`config.mk`:
```
export PLATFORM = sky130hd
export DESIGN_NAME = host_req_splitter_flat
export DESIGN_NICKNAME = d
export VERILOG_FILES = /design/src/rtl/host_req_splitter_pkg.sv /design/src/rtl/host_req_splitter_if.sv /design/src/rtl/host_req_splitter.sv /design/src/flat_wrapper.sv
export SDC_FILE = /design/constraint.sdc
export NUM_CORES = 1
export LEC_CHECK = 0
export BUFFER_PORTS_ARGS = -buffer_cell sky130_fd_sc_hd__buf_4
export CELL_PAD_IN_SITES_DETAIL_PLACEMENT = 0
export CELL_PAD_IN_SITES_GLOBAL_PLACEMENT = 1
export CORE_ASPECT_RATIO = 1.25
export CORE_MARGIN = 8
export CORE_UTILIZATION = 38
export DETAILED_ROUTE_END_ITERATION = 7
export MAX_ROUTING_LAYER = met4
export PLACE_DENSITY_LB_ADDON = 0.3
export SLEW_MARGIN = 30
export SYNTH_ARGS = -nofsm -noshare
export SYNTH_HDL_FRONTEND = slang
export SYNTH_SLANG_ARGS = --single-unit
```
`constraint.sdc`:
```
create_clock -name aclk -period 6.61 [get_ports aclk]
set_input_delay 0.3305 -clock aclk [delete_from_list [all_inputs] [get_ports aclk]]
set_output_delay 0.3305 -clock aclk [all_outputs]
set_load 0.03 [all_outputs]
```
`src/rtl/host_req_splitter_pkg.sv`:
```
// ---------------------------------------------------------------------------
// host_req_splitter_pkg
// Purpose : shared types and helpers for the host request splitter.
//           - req_t        : host request descriptor (vaddr, len, routing meta, last)
//           - VADDR_BITS   : virtual address width (addresses wrap modulo 2^VADDR_BITS)
//           - LEN_BITS     : byte-length width
//           - split_state_e: splitter FSM states
//           - req_chunk_len: size of the next chunk for a given remainder/address
// Ports   : none (package)
// Config  : HOST_REQ_SPLIT_PAGE_EN is resolved in host_req_splitter; the helper
//           takes page_bits==0 to mean "no page limit".
// ---------------------------------------------------------------------------
package host_req_splitter_pkg;

    localparam int VADDR_BITS = 48;
    localparam int LEN_BITS   = 28;

    typedef enum logic {
        ST_IDLE  = 1'b0,
        ST_SPLIT = 1'b1
    } split_state_e;

    typedef struct packed {
        logic [VADDR_BITS-1:0] vaddr;
        logic [LEN_BITS-1:0]   len;
        logic [5:0]            pid;
        logic [3:0]            dest;
        logic [1:0]            strm;
        logic                  ctl;
        logic                  last;
    } req_t;

    // Smallest of: remaining bytes, 2^xfer_bits, and (when page_bits != 0)
    // the bytes left before the next 2^page_bits boundary. Computed at
    // VADDR_BITS width so the page room (up to 2^page_bits) never truncates.
    function automatic logic [LEN_BITS-1:0] req_chunk_len(
        input logic [LEN_BITS-1:0]   rem,
        input logic [VADDR_BITS-1:0] vaddr,
        input int unsigned           xfer_bits,
        input int unsigned           page_bits
    );
        logic [VADDR_BITS-1:0] lim;
        logic [VADDR_BITS-1:0] mask;
        logic [VADDR_BITS-1:0] room;
        lim  = VADDR_BITS'(1) << xfer_bits;
        mask = '0;
        room = '0;
        if (page_bits != 0) begin
            mask = (VADDR_BITS'(1) << page_bits) - VADDR_BITS'(1);
            room = (mask - (vaddr & mask)) + VADDR_BITS'(1);
            if (room < lim) begin
                lim = room;
            end
        end
        if (VADDR_BITS'(rem) < lim) begin
            return rem;
        end
        return LEN_BITS'(lim);
    endfunction

endpackage

```
`src/rtl/host_req_splitter_if.sv`:
```
// ---------------------------------------------------------------------------
// host_req_splitter_if
// Purpose : valid/ready/data handshake carrying one req_t per beat.
// Signals : valid (source->sink), ready (sink->source), data (req_t, source->sink)
// Modports: m - source side (drives valid/data, samples ready)
//           s - sink side   (samples valid/data, drives ready)
// ---------------------------------------------------------------------------
interface host_req_splitter_if;
    import host_req_splitter_pkg::*;

    logic valid;
    logic ready;
    req_t data;

    modport m (output valid, output data, input ready);
    modport s (input valid, input data, output ready);

endinterface

```
`src/rtl/host_req_splitter.sv`:
```
// ---------------------------------------------------------------------------
// host_req_splitter
// Purpose : accepts one req_t descriptor per s_req handshake and emits it on
//           m_req as a sequence of chunks, each at most 2^XFER_BITS bytes.
//           One chunk per cycle; a new descriptor is accepted in the same
//           cycle the final chunk of the previous one is taken, so
//           back-to-back descriptors flow without a bubble.
// Ports   : aclk    - clock
//           aresetn - asynchronous assert, synchronous release, active low
//           s_req   - incoming descriptors (sink side)
//           m_req   - outgoing chunks (source side)
//           busy    - high while a descriptor is being split
// Params  : XFER_BITS - log2 of the max chunk size in bytes
//           PAGE_BITS - log2 of the page size (page limit build only)
// Config  : `define HOST_REQ_SPLIT_PAGE_EN to also stop every chunk at the
//           next 2^PAGE_BITS address boundary.
// ---------------------------------------------------------------------------
module host_req_splitter
    import host_req_splitter_pkg::*;
#(
    parameter int unsigned XFER_BITS = 12,
    parameter int unsigned PAGE_BITS = 21
) (
    input  logic                  aclk,
    input  logic                  aresetn,
    host_req_splitter_if.s        s_req,
    host_req_splitter_if.m        m_req,
    output logic                  busy
);

`ifdef HOST_REQ_SPLIT_PAGE_EN
    localparam int unsigned EFF_PAGE_BITS = PAGE_BITS;
`else
    // Zero disables the page limit inside req_chunk_len.
    localparam int unsigned EFF_PAGE_BITS = 0;
`endif

    split_state_e          r_state;
    split_state_e          w_state_next;
    req_t                  r_desc;
    logic [VADDR_BITS-1:0] r_cur_vaddr;
    logic [LEN_BITS-1:0]   r_rem;

    logic [LEN_BITS-1:0]   w_chunk;
    logic                  w_final;
    logic                  w_s_ready;
    logic                  w_s_hs;
    logic                  w_m_hs;
    req_t                  w_out;

    assign w_chunk = req_chunk_len(r_rem, r_cur_vaddr, XFER_BITS, EFF_PAGE_BITS);
    // len==0 gives chunk==0 and therefore final on the first beat.
    assign w_final = (r_rem <= w_chunk);
    assign w_m_hs  = (r_state == ST_SPLIT) && m_req.ready;

    // Ready while idle, or while the final chunk is being taken this cycle so
    // the next descriptor loads without a gap. Held low during reset.
    assign w_s_ready = aresetn &&
                       ((r_state == ST_IDLE) ||
                        ((r_state == ST_SPLIT) && w_final && m_req.ready));
    assign w_s_hs    = s_req.valid && w_s_ready;
    assign s_req.ready = w_s_ready;

    // State register
    always_ff @(posedge aclk or negedge aresetn) begin
        if (!aresetn) begin
            r_state <= ST_IDLE;
        end else begin
            r_state <= w_state_next;
        end
    end

    // Next-state logic
    always_comb begin
        w_state_next = r_state;
        case (r_state)
            ST_IDLE: begin
                if (w_s_hs) begin
                    w_state_next = ST_SPLIT;
                end
            end
            ST_SPLIT: begin
                if (w_m_hs && w_final && !w_s_hs) begin
                    w_state_next = ST_IDLE;
                end
            end
            default: begin
                w_state_next = ST_IDLE;
            end
        endcase
    end

    // Descriptor / progress registers
    always_ff @(posedge aclk or negedge aresetn) begin
        if (!aresetn) begin
            r_desc      <= '0;
            r_cur_vaddr <= '0;
            r_rem       <= '0;
        end else if (w_s_hs) begin
            r_desc      <= s_req.data;
            r_cur_vaddr <= s_req.data.vaddr;
            r_rem       <= s_req.data.len;
        end else if (w_m_hs && !w_final) begin
            // Address arithmetic wraps modulo 2^VADDR_BITS by construction.
            r_cur_vaddr <= r_cur_vaddr + VADDR_BITS'(w_chunk);
            r_rem       <= r_rem - w_chunk;
        end
    end

    // Output logic: everything is derived from registers, so the chunk stays
    // stable while stalled.
    always_comb begin
        w_out       = r_desc;
        w_out.vaddr = r_cur_vaddr;
        w_out.len   = w_chunk;
        w_out.last  = r_desc.last & w_final;
        m_req.valid = (r_state == ST_SPLIT);
        m_req.data  = w_out;
        busy        = (r_state == ST_SPLIT);
    end

endmodule

```
`src/flat_wrapper.sv`:
```
// flat-port wrapper written by rule: the top's interface ports become plain ports
module host_req_splitter_flat import host_req_splitter_pkg::*;
#(
    parameter int unsigned XFER_BITS = 12,
    parameter int unsigned PAGE_BITS = 21
)
  (aclk, aresetn, busy, s_req_valid, s_req_data, s_req_ready, m_req_valid, m_req_data, m_req_ready);
  host_req_splitter_if s_req_i ();
  host_req_splitter_if m_req_i ();
  input  logic aclk;
  input  logic aresetn;
  output logic busy;
  input wire logic [$bits(s_req_i.valid)-1:0] s_req_valid;
  input wire logic [$bits(s_req_i.data)-1:0] s_req_data;
  output wire logic [$bits(s_req_i.ready)-1:0] s_req_ready;
  output wire logic [$bits(m_req_i.valid)-1:0] m_req_valid;
  output wire logic [$bits(m_req_i.data)-1:0] m_req_data;
  input wire logic [$bits(m_req_i.ready)-1:0] m_req_ready;
  assign s_req_i.valid = s_req_valid;
  assign s_req_i.data = s_req_data;
  assign s_req_ready = s_req_i.ready;
  assign m_req_valid = m_req_i.valid;
  assign m_req_data = m_req_i.data;
  assign m_req_i.ready = m_req_ready;
  host_req_splitter #(.XFER_BITS(XFER_BITS), .PAGE_BITS(PAGE_BITS)) u_core (.aclk(aclk), .aresetn(aresetn), .s_req(s_req_i), .m_req(m_req_i), .busy(busy));
endmodule
```
==> impl_results.md <==
- Post-synthesis sequential area ratio: between 30 and 40%
- Initial DRC Count: 350
- Port-buffer cells: 171
- Average routed wire per standard cell: 17.4 um
- R2R setup slack: 1.27 ns
- Worst reg2reg startpoint: u_core.r_rem[21]$_DFFE_PN0P_
- Antenna violations before repair: 0
- Setup TNS Final: 0 ns
- Max Root-Sink Buffers: 2
- Slew Viols, Final: 0
- Pint: 1800 uW
- CTS tree: yes
- Combinational cell fraction of total power: between 50 and 60%
- GRT Total Usage: 19.3%
- CTS Buf Count: 9
- Postcts setup bufs: 0
- Fraction of layout cells with a size suffix above 1: 23.1%
- Transition time at the pin with the least slew margin: around 0.86 ns
- RSZ-0062 raised after global routing: false
- Cell taking the most area after synthesis: dfrtp_1
- CP Class: flop to flop
- Clock Skew: roughly 0.0096 ns
- Synth top area share: between 30% and 40%
- Fin cells: 1149
- Final instance area: 8000 um2
- Starting Density: 38.4%
- Chip width: 132 um
- Vias in the first global route: 6128
- Status: complete, but fails checks
- Setup crit start: u_core.r_rem[21]$_DFFE_PN0P_
- DP Cell Count: 1133
- Worst-path fanout max: 15
- Vias per cell: ~5.3
- Max Cap Viol: 0
- Largest net degree at the start of global routing: 59
- Placed cell area: approximately 7700 um2
- Io pins: 187
- Die extent in y: 161 um
- Pwr/cell area: 429 nW/um2
- Leakage: roughly 0.0037 uW
- Wirelength, routed: 20000 um
- Peak supply drop: 0.171 mV
- Peak Freq: 0.187 GHz
- GPL Wtd Cong: around 0.87
- Die ar.: between 20000 and 25000 um2
- Reg power frac: 31.5%
- Minimum hold slack: -0.0120 ns
- Max-slew headroom: 42.2%
- Overflow after GRT: 0
- Diode count: 0
- WP data required: between 6 and 7 ns
- H-tree depth: 3
- Nets: 1048
- Core ar.: 16600 um2
- Final Setup Violations: 0
- NetSw: 1630 uW
- First-pass GRT wire length: 32400 um
- Final Hold Fails: 4
- Mapped Area: around 6400 um2
- Final Cycle Share: slightly above 80%
- Number of flops mapped to enable cells by yosys: 0
- Clk sinks: 91
- Worst reg-to-reg path cell count: 16
- Clk root buf: clkbuf_16
- Cell Rows: between 50 and 60
- Critical Path Start Type: flop
- DRC Markers: 0
- Post-CTS Hold Buffers: 0
- Synth Instances: 770
- Crit. End Element: flop
- Hpwl dp: 15200 um
- Area growth, synth to finish: 25.8%
- Clk_lat worst skew: 0.35 ns
- Most used DFF post-synth: dfrtp_1
- Crit path DAT: ~5.6 ns
- DR pass1 iterations: 6
- Avg Inst Size Synth: 8.26 um2
- Hold WC Path Type: input pin to async pin
- Clk pwr share: 14.5%
- CTS resizes: 0
- Yosys reg bits: 91
- Vias: just over 6000
- Min Tclk post-route: 5.34 ns
- Routed Antenna Nets: 0
- R2r endpoint: u_core.r_cur_vaddr[46]$_DFFE_PN0P_
- Post-synthesis cell type count: 71
- Clock-pin slew on the worst setup and hold paths: 0.07 ns
- Synth Warn #: 0
- Failing checks: negative hold slack
- Largest cells by area after synthesis: dfrtp_1, nand2_1, ha_1
- Net Sw Frac: 47.4%
- Post-synth ARST share: 100%
==> per-stage QoR <==
stage	power, uW	hold WS [ns]	setup slack, ns	utilization [%]
3_5_place_dp	2920	0.402	1.29	46.5
6_report	3430	-0.0120	1.27	48.2
2_1_floorplan	2350	0.0349	1.76	-
4_1_cts	3430	0.0216	1.26	48.2
3_3_place_gp	2910	0.397	1.39	46.4
5_1_grt	3690	0.0524	0.813	48.2
==> registers in the layout (all words and copies together) (netlist names) <==
name,count
u_core.busy,1
u_core.r_rem,28
u_core.r_cur_vaddr,48
u_core.m_req.data,13
u_core.r_desc,1
==> layout by cell type, fill, tap and decap left out, drive strengths merged, types with 14 or more instances in the layout <==
| cell type | n |
|---|---|
| a21oi | 66 |
| and3 | 23 |
| nor4 | 16 |
| o21ai | 66 |
| buf | 177 |
| a21o | 16 |
| conb | 31 |
| nand3 | 22 |
| xnor2 | 26 |
| nand2 | 132 |
| inv | 14 |
| ha | 29 |
| nor3 | 15 |
| nor2 | 51 |
| dfrtp | 91 |
==> routing by layer <==
layer  part of all wire, %  routed length [um]  global-route usage (%)  vias to the layer above
met3                   4.0                 805                    3.09                       34
met5                     0                   0                       -                        -
met4                   2.7                 534                    7.69                        0
li1                      -                   -                       -                     3034
met1                    43                8620                    22.8                     2837
met2                    50               10000                    32.4                      160
==> worst max-delay path by stage <==
| stage | to | slack [ns] | cells after the start |
|---|---|---|---|
| after CTS | u_core.r_cur_vaddr[40]$_DFFE_PN0P_ | 1.26 | 16 |
| after detailed placement | u_core.r_cur_vaddr[40]$_DFFE_PN0P_ | 1.29 | 16 |
| final | u_core.r_cur_vaddr[46]$_DFFE_PN0P_ | 1.27 | 16 |
| after global placement | u_core.r_cur_vaddr[42]$_DFFE_PN0P_ | 1.39 | 16 |
| after global routing | u_core.r_cur_vaddr[36]$_DFFE_PN0P_ | 0.81 | 16 |
| after floorplan | u_core.r_cur_vaddr[42]$_DFFE_PN0P_ | 1.76 | 17 |
==> synth_stat cells (all sizes together) (2+ instances only) <==
cell and count:
o22ai 2, mux2 2, nor3 15, o31a 2, a222oi 2, a21oi 66, nand3b 2, dfrtp 91
inv 13, nand2b 8, a221o 7, a311oi 3, o211ai 6, xor2 12, nor4 16, nand2 132
o311ai 6, nor2 51, nor4b 2, a211o 2, a21o 16, a221oi 2, clkbuf 17, a22oi 13
nand3 22, or2 3, nor2b 4, and4 3, conb 2, o21ai 66, buf 46, xnor2 26
nand4 7, o21a 4, ha 29, or3 4, a31o 2, and3 23, a31oi 10, a211oi 3
a21boi 3, or4 5, and2 5, a22o 2
==> power groups by stage <==
stage                     Clock [uW]  Sequential, uW  Combinational (uW)
after floorplan                    0            1280                1070
after global placement             0            1080                1820
after detailed placement           0            1090                1830
after CTS                        515            1080                1840
after global routing             537            1120                2040
final                            499            1080                1850
==> worst max-delay path, stage by stage, from the launching register on <==
cell,delay (ns)
dfrtp_1,0.43
or4_4,0.59
or4_4,0.48
nor3b_4,0.54
inv_2,0.14
nor2_4,0.15
nand2_1,0.12
fa_1,0.46
nor2b_1,0.19
o211ai_1,0.11
a21oi_1,0.19
o211ai_1,0.18
a31oi_1,0.50
a31oi_1,0.42
nor4_1,0.43
xnor2_1,0.16
o21ai_0,0.09
==> kinds of logic (layout without fill, tap and decap cells) <==
family                   Yosys count  count (layout)  share of synthesized area (%)
XOR/XNOR                          38              38                           5.23
flip-flops                        91              91                           35.8
AO/OA/AOI/OAI                    227             227                           22.6
adder cells (fa/ha/maj)           30              30                           6.02
buffers and inverters             76             206                           6.91
other                              2              31                          0.118
multiplexers                       2               2                          0.354
AND/OR/NAND/NOR                  304             304                           23.0
==> area by class of cell <==
class                      count  area (um2)
timing repair buffer         177        1340
fill                        1693        8580
multi-input combinational    632        3780
sequential                    91        2280
clock inverter                 6        50.0
tap                          220         275
clock buffer                  10         229
inverter                      13        48.8
(Power assumes the default switching activity.)
